### src/rtl/wb_single_port_ram_if.sv
// Wishbone bus bundle shared by the RAM slave and its master; clock and reset travel with the bus.
// Pure wiring, no latency; flow control is the cyc/stb/ack handshake.
// The slave never stalls; the master holds off until ack.
interface wishbone_if #(
  parameter int DATA_SIZE = 32,
  parameter int BYTE_SIZE = 8,
  parameter int ADDR_SIZE = 6
);
  logic                           clock;
  logic                           reset;
  logic                           cyc;
  logic                           stb;
  logic                           we;
  logic [DATA_SIZE/BYTE_SIZE-1:0] sel;
  logic [ADDR_SIZE-1:0]           addr;
  logic                           tgd;
  logic [DATA_SIZE-1:0]           dat_o_p;
  logic [DATA_SIZE-1:0]           dat_i_p;
  logic                           ack;

  modport slave (
    input  clock, reset, cyc, stb, we, sel, addr, tgd, dat_o_p,
    output dat_i_p, ack
  );

  modport master (
    input  clock, reset, dat_i_p, ack,
    output cyc, stb, we, sel, addr, tgd, dat_o_p
  );
endinterface

### src/rtl/wb_single_port_ram.sv
// Word-organised Wishbone RAM slave; memory starts zeroed.
// Latency: ack exactly BUSY_CYCLES edges after acceptance (minimum 1), one-cycle pulse.
// Backpressure: one access in flight; requests are ignored outside IDLE, and none are dropped once accepted.
module wb_single_port_ram #(
  parameter string RAM_INIT_FILE = "",
  parameter int    BUSY_CYCLES   = 6
) (
  wishbone_if.slave wb_if_s
);
  localparam int DW    = $bits(wb_if_s.dat_o_p);
  localparam int AW    = $bits(wb_if_s.addr);
  localparam int NB    = $bits(wb_if_s.sel);
  localparam int BW    = DW / NB;
  localparam int IW    = AW - 2;
  localparam int WORDS = 2 ** IW;
  localparam int LAT   = (BUSY_CYCLES < 1) ? 1 : BUSY_CYCLES;
  localparam int CW    = $clog2(LAT + 1);

  typedef enum logic [1:0] {IDLE, BUSY, ACK} state_t;

  state_t        state;
  logic [CW-1:0] busy_cnt;
  logic [IW-1:0] idx_q;
  logic          req;
  logic [IW-1:0] req_idx;

  logic [DW-1:0] mem [WORDS] = '{default: '0};
  logic unused_init;
  assign unused_init = (RAM_INIT_FILE == "");

  // byte-offset bits and the data tag carry no meaning for a word RAM
  logic unused_bits;
  assign unused_bits = ^{wb_if_s.tgd, wb_if_s.addr[1:0]};

  assign req     = wb_if_s.cyc & wb_if_s.stb;
  assign req_idx = wb_if_s.addr[AW-1:2];

  // Memory is outside the reset domain so an accepted write survives a later abort.
  always_ff @(posedge wb_if_s.clock) begin
    if (!wb_if_s.reset && state == IDLE && req && wb_if_s.we) begin
      for (int b = 0; b < NB; b++) begin
        if (wb_if_s.sel[b]) begin
          mem[req_idx][b*BW +: BW] <= wb_if_s.dat_o_p[b*BW +: BW];
        end
      end
    end
  end

  always_ff @(posedge wb_if_s.clock) begin
    if (wb_if_s.reset) begin
      state           <= IDLE;
      busy_cnt        <= '0;
      idx_q           <= '0;
      wb_if_s.ack     <= 1'b0;
      wb_if_s.dat_i_p <= '0;
    end else begin
      case (state)
        IDLE: begin
          wb_if_s.ack <= 1'b0;
          if (req) begin
            idx_q    <= req_idx;
            busy_cnt <= '0;
            state    <= BUSY;
          end
        end
        BUSY: begin
          if (busy_cnt == CW'(LAT - 1)) begin
            wb_if_s.dat_i_p <= mem[idx_q];
            wb_if_s.ack     <= 1'b1;
            busy_cnt        <= '0;
            state           <= ACK;
          end else begin
            busy_cnt <= busy_cnt + 1'b1;
          end
        end
        ACK: begin
          wb_if_s.ack <= 1'b0;
          state       <= IDLE;
        end
        default: begin
          wb_if_s.ack <= 1'b0;
          state       <= IDLE;
        end
      endcase
    end
  end
endmodule

### src/flat_wrapper.sv
// flat-port wrapper written by rule: the top's interface ports become plain ports
module wb_single_port_ram_flat 
#(
  parameter string RAM_INIT_FILE = "",
  parameter int    BUSY_CYCLES   = 6
)
  (wb_if_s_clock, wb_if_s_reset, wb_if_s_cyc, wb_if_s_stb, wb_if_s_we, wb_if_s_sel, wb_if_s_addr, wb_if_s_tgd, wb_if_s_dat_o_p, wb_if_s_dat_i_p, wb_if_s_ack);
  wishbone_if wb_if_s_i ();
  input wire logic [$bits(wb_if_s_i.clock)-1:0] wb_if_s_clock;
  input wire logic [$bits(wb_if_s_i.reset)-1:0] wb_if_s_reset;
  input wire logic [$bits(wb_if_s_i.cyc)-1:0] wb_if_s_cyc;
  input wire logic [$bits(wb_if_s_i.stb)-1:0] wb_if_s_stb;
  input wire logic [$bits(wb_if_s_i.we)-1:0] wb_if_s_we;
  input wire logic [$bits(wb_if_s_i.sel)-1:0] wb_if_s_sel;
  input wire logic [$bits(wb_if_s_i.addr)-1:0] wb_if_s_addr;
  input wire logic [$bits(wb_if_s_i.tgd)-1:0] wb_if_s_tgd;
  input wire logic [$bits(wb_if_s_i.dat_o_p)-1:0] wb_if_s_dat_o_p;
  output wire logic [$bits(wb_if_s_i.dat_i_p)-1:0] wb_if_s_dat_i_p;
  output wire logic [$bits(wb_if_s_i.ack)-1:0] wb_if_s_ack;
  assign wb_if_s_i.clock = wb_if_s_clock;
  assign wb_if_s_i.reset = wb_if_s_reset;
  assign wb_if_s_i.cyc = wb_if_s_cyc;
  assign wb_if_s_i.stb = wb_if_s_stb;
  assign wb_if_s_i.we = wb_if_s_we;
  assign wb_if_s_i.sel = wb_if_s_sel;
  assign wb_if_s_i.addr = wb_if_s_addr;
  assign wb_if_s_i.tgd = wb_if_s_tgd;
  assign wb_if_s_i.dat_o_p = wb_if_s_dat_o_p;
  assign wb_if_s_dat_i_p = wb_if_s_i.dat_i_p;
  assign wb_if_s_ack = wb_if_s_i.ack;
  wb_single_port_ram #(.RAM_INIT_FILE(RAM_INIT_FILE), .BUSY_CYCLES(BUSY_CYCLES)) u_core (.wb_if_s(wb_if_s_i));
endmodule
### config.mk
export PLATFORM = sky130hd
export DESIGN_NAME = wb_single_port_ram_flat
export DESIGN_NICKNAME = d
export VERILOG_FILES = /design/src/rtl/wb_single_port_ram_if.sv /design/src/rtl/wb_single_port_ram.sv /design/src/flat_wrapper.sv
export SDC_FILE = /design/constraint.sdc
export NUM_CORES = 1
export LEC_CHECK = 0
export ABC_AREA = 0
export BUFFER_PORTS_ARGS = -buffer_cell sky130_fd_sc_hd__buf_2
export CORE_MARGIN = 3
export CORE_UTILIZATION = 45
export CTS_BUF_LIST = sky130_fd_sc_hd__clkbuf_2 sky130_fd_sc_hd__clkbuf_4 sky130_fd_sc_hd__clkbuf_8
export DETAILED_ROUTE_END_ITERATION = 7
export GPL_ROUTABILITY_DRIVEN = 1
export GPL_TIMING_DRIVEN = 0
export SKIP_LAST_GASP = 1
export SYNTH_ARGS = -nofsm -noshare
export SYNTH_HDL_FRONTEND = slang
export SYNTH_SLANG_ARGS = --single-unit
### constraint.sdc
create_clock -name wb_if_s_clock -period 2.9 [get_ports wb_if_s_clock]
set_clock_uncertainty 0.05 [all_clocks]
set_input_delay 0.29 -clock wb_if_s_clock [delete_from_list [all_inputs] [get_ports wb_if_s_clock]]
set_output_delay 0.29 -clock wb_if_s_clock [all_outputs]
set_load 0.01 [all_outputs]
* After elaboration in Yosys (flattened, before gate mapping) *
Memory sizes are Yosys's and may differ from the RTL's. A register that Yosys moved wholly into a read port is not among the register bits.
Cells that the tools add are included.

cells by class
  $add $sub $neg = 1
  multiplexer cells = 18
  reduce and logical (&&, ||, !) cells = 11
  bitwise gates (word level) = 2
  equality and inequality tests = 4

operators with widths
  kind                                                                      count
  1-bit 2-to-1 mux                                                          12
  2-bit AND reduction                                                       4
  3-bit 2-to-1 mux                                                          2
  3-bit case mux with 2 select lines                                        1
  2-bit 2-to-1 mux                                                          2
  2-bit by 1-bit inequality test with 1-bit output (second input constant)  2
  2-bit case mux with 2 select lines                                        1
  3-bit by 1-bit adder with 3-bit output (second input constant)            1
  3-bit == test (second input constant)                                     1
  1-bit logical AND                                                         3
  2-bit by 1-bit == test with 1-bit output (second input constant)          1
  2-bit zero test                                                           1
  2-bit nonzero test                                                        1
  2-bit OR reduction                                                        1
  1-bit AND                                                                 1
  1-bit zero test                                                           1
  1-bit inverter                                                            1

word-level totals
  flip-flop bits (word level) = 10
  memories = 1
  output and inout port bits = 33
  RAM bits = 512
  logic and storage cells = 41

memory list
  memory      words  bits a word  read ports  clocked after memory_dff  wr ports  RTL line                  RTL
  u_core.mem  16     32           1           1                         1         wb_single_port_ram.sv:27  logic [DW-1:0] mem [WORDS] = '{default: '0};

* Depth between registers and ports, before layout *
  depth after elaboration = 6
  gate-level depth with buffers = 7
  gate-level depth less buffers = 4

* Worst setup path after synthesis *
Ideal clock, no wire load.

  path type = register to register
  from = register u_core.state[0]
  to = memory u_core.mem[10][16] in the netlist's numbering (enable)
  slack = 0.676 ns
  arrival = 1.804 ns
  required time = 2.480 ns
  clock period less this slack = 2.224 ns
  stages on the path, launching flop included = 6
  path through = dfxtp_1 > nand3b_1 > nor4b_1 > nand2_1 > clkbuf_1 > nor2_1

between the ends
  longest elaborated chain between the ends = 6

ends and longest elaborated chain
  item                                    RTL line                  RTL
  from (decl)                             wb_single_port_ram.sv:21  state_t state;
  from (signal assigned)                  wb_single_port_ram.sv:51  state <= IDLE;
  from (signal assigned)                  wb_single_port_ram.sv:63  state <= BUSY;
  from (signal assigned)                  wb_single_port_ram.sv:71  state <= ACK;
  2-bit zero test                         wb_single_port_ram.sv:40  if (!wb_if_s.reset && state == IDLE && req && wb_if_s.we) begin
  1-bit logical AND (3 in a row)          wb_single_port_ram.sv:40
  1-bit 2-to-1 mux                        wb_single_port_ram.sv:40
  1-bit 2-to-1 mux (not written as such)  wb_single_port_ram.sv:43  mem[req_idx][b*BW +: BW] <= wb_if_s.dat_o_p[b*BW +: BW];
  to (decl)                               wb_single_port_ram.sv:27

Every way passes these cells.

* Worst setup path after layout *
  from = register u_core.state[0]
  to = memory u_core.mem[6][11] in the netlist's numbering (enable)

The elaborated chain is that of the path after synthesis.

==> impl_results.md <==
- Leak: 0.00778 uW
- # IOs: 81
- Clock sink count: 554
- Relative slew slack: 0.137
- WL per Instance: 26.0 microns
- Slew @ Worst Pin: 1.29 ns
- Die area: 49400 sq um
- DRC: 0
- Hold endpoint: u_core.busy_cnt[2]
- WS Path Type: flip-flop to flip-flop
- Syn nets: 1034
- Place WS: -0.194 ns
- Die height: 222 microns
- Net Sw Power: 3410 uW
- Status: finished, final reports clean
- Core Footprint: 45800 sq um
- Initial antenna violation count: 0
- FMAX: 346 MHz
- GRT overflow: 0
- Req. time, crit path: 3.10 ns
- Fin. Hold Viols: 0
- Fillcell total: 3635
- DP HPWL: 30600 microns
- Clock Power Share: 0.412
- Mean Syn Cell Area: 21.3 sq um
- Via/cell ratio: 5.60
- Fin util: 0.532
- Warnings, synthesis: 0
- Vias: 10500
- Register area: 16200 sq um
- Die W: 222 microns
- Startpoint types: flip-flop
- First-pass GRT wire length: 70800 microns
- CTS H-Tree Depth: 3
- Post-synthesis cell count: 986
- Final WL: 48600 microns
- Hold Path Origin: wb_if_s_reset
- Logic gate share of total power: 0.041
- Dpl cells: 1664
- Initial Utilization: 0.460
- Register share of total power: 0.547
- DRT iter0 DRCs: 856
- Max-slew violations: 0
- HP Class: input pin to flip-flop
- Worst-Skew Late Latency: 0.66 ns
- Multi-input gate area: 4600 sq um
- Setup ws final: 0.00663 ns
- Synth Cell Area: 21000 sq um
- Num CTS Buffers: 91
- Setup TNS Final: 0 ns
- DRT Pass-1 Iters: 5
- Max VDD drop: 0.000298 V
- Sequential area share after synthesis: 0.771
- Commonest non-fill, non-tap cell in the layout: edfxtp_1
- Share of cells above drive strength 1: 0.336
- Vias in the first global route: 10900
- Switching Fraction: 0.213
- Clock Pin Slew Worst Setup and Hold Paths: 0.06 ns
- Power Density: 656 nW/um^2
- Final hold slack: 0.197 ns
- Number of cells in the finished layout apart from fillers: 1868
- Max Fanout on Critical Path: 10
- Largest net degree at the start of global routing: 17
- Tmin final: 2.89 ns
- RSZ-0062 raised after global routing: true
- Total GRT Usage: 0.198
- RR Startpoint: u_core.state[0]
- RD Place Congestion: 0.770
- Worst EP arrival: 3.09 ns
- Register bit total from synthesis: 554
- TritonCTS clock tree: done
- CTS max path bufs: 3
- R2r endpoint: u_core.mem[6][11]
- Post-synth cell types: 27
- Internal: 12600 uW
- Nets: 1242
- ANT nets after route: 0
- Hold path cells: 3
- Setup violators final: 0
- PortBufs: 77
- Worst R2R Setup Slack: 0.007 ns
- Reg2Reg Depth: 6
- Core Rows: 78
- Setup crit end kind: flip-flop
- Root Driver: clkbuf_8
- Max cap viols: 0
- Tcrit/Tclk final: 0.998
- Synth-to-Final Area Change: 15.7%
- Commonest non-fill, non-tap cells in the layout: 512 x edfxtp_1, 128 x mux4_2, 108 x nor2_1, 106 x buf_2, 100 x clkbuf_8
[final cells by class]
type                            count  share of cell area
Sequential cell                   554               0.666
Multi-Input combinational cell    382               0.189
Clock buffer                      131              0.0661
Timing Repair Buffer              115              0.0313
Tap cell                          600              0.0308
Buffer                             49              0.0101
Clock inverter                     35             0.00694
Inverter                            1            0.000154
Antenna cell                        1            0.000103
[power groups by stage]
stage	Combinational, uW	Sequential, uW	Clock, uW
2_1_floorplan	350	8910	0
3_3_place_gp	608	8900	0
3_5_place_dp	622	8910	0
4_1_cts	665	8740	6720
5_1_grt	709	8730	7150
6_report	662	8740	6590
[metal layers]
layer	part of all wire	GRT usage
met1	0.42	0.274
met2	0.47	0.305
met3	0.087	0.0567
met4	0.023	0.0673
met5	0	0
[cell usage after synthesis]
master,instances,area [sq um]
mux2i_1,37,370
nor4b_1,2,17.5
nand2b_1,1,6.26
nand2_1,14,52.6
o21a_1,1,7.51
buf_4,1,7.51
inv_1,1,3.75
nor2_1,112,420
nor2_2,1,6.26
nor2b_1,5,31.3
and3b_1,1,8.76
nand3b_1,1,7.51
a221o_1,32,320
mux2_2,32,360
buf_2,29,145
clkbuf_1,15,56.3
nor4bb_1,1,10.0
nand3_1,8,40.0
a32oi_1,1,8.76
buf_1,1,3.75
nand4_1,1,6.26
edfxtp_1,512,15400
mux4_2,128,2880
a21oi_1,3,15.0
dfxtp_1,42,841
buf_6,3,33.8
nor3b_1,1,7.51
[repair_timing]
action	in CTS	in global routing
resized for setup	0	4
hold buffers	37	0
buffers inserted	0	0
setup endpoints to repair	0	54
endpoints found under the hold margin	518	0
[sequential cells by signal, summed over array words and instances (netlist names)]
register                cells
u_core.idx_q                4
u_core.state                2
u_core.wb_if_s.dat_i_p     32
u_core.mem                512
u_core.busy_cnt             3
u_core.wb_if_s.ack          1
[critical path: stages, from the launching register on]
cell and delay (ns):
dfxtp_1 0.34, nand3b_1 0.18, nor4b_2 0.25, buf_4 0.22, nand2_1 0.17, clkbuf_1 0.24, nor2_1 1.02
[worst max-delay path by stage]
| stage | to | slack (ns) | depth (start not counted) | start |
|---|---|---|---|---|
| 2_1_floorplan | u_core.mem[10][16] | 0.68 | 5 | u_core.state[0] |
| 3_3_place_gp | u_core.mem[4][15] | -1.47 | 6 | wb_if_s_reset |
| 3_5_place_dp | u_core.mem[3][10] | -0.19 | 7 | wb_if_s_reset |
| 4_1_cts | u_core.mem[3][11] | 0.004 | 6 | u_core.state[0] |
| 5_1_grt | u_core.mem[6][12] | -0.17 | 6 | u_core.state[0] |
| 6_report | u_core.mem[6][11] | 0.007 | 6 | u_core.state[0] |
[kinds of logic (layout without fill, tap and decap cells)]
logic type | after synthesis | count (layout) | share of synthesized area
multiplexers | 197 | 197 | 0.172
other | 0 | 1 | 0
flip-flops | 554 | 554 | 0.771
buffers and inverters | 50 | 331 | 0.0119
AND/OR/NAND/NOR | 148 | 148 | 0.0292
AO/OA/AOI/OAI | 37 | 37 | 0.0167
[per-stage QoR]
stage	power, uW	area (sq um)
after floorplan	9260	21000
after global placement	9510	22200
after detailed placement	9530	22200
after CTS	16100	24300
after global routing	16600	24400
final	16000	24400
(Power assumes the default switching activity.)
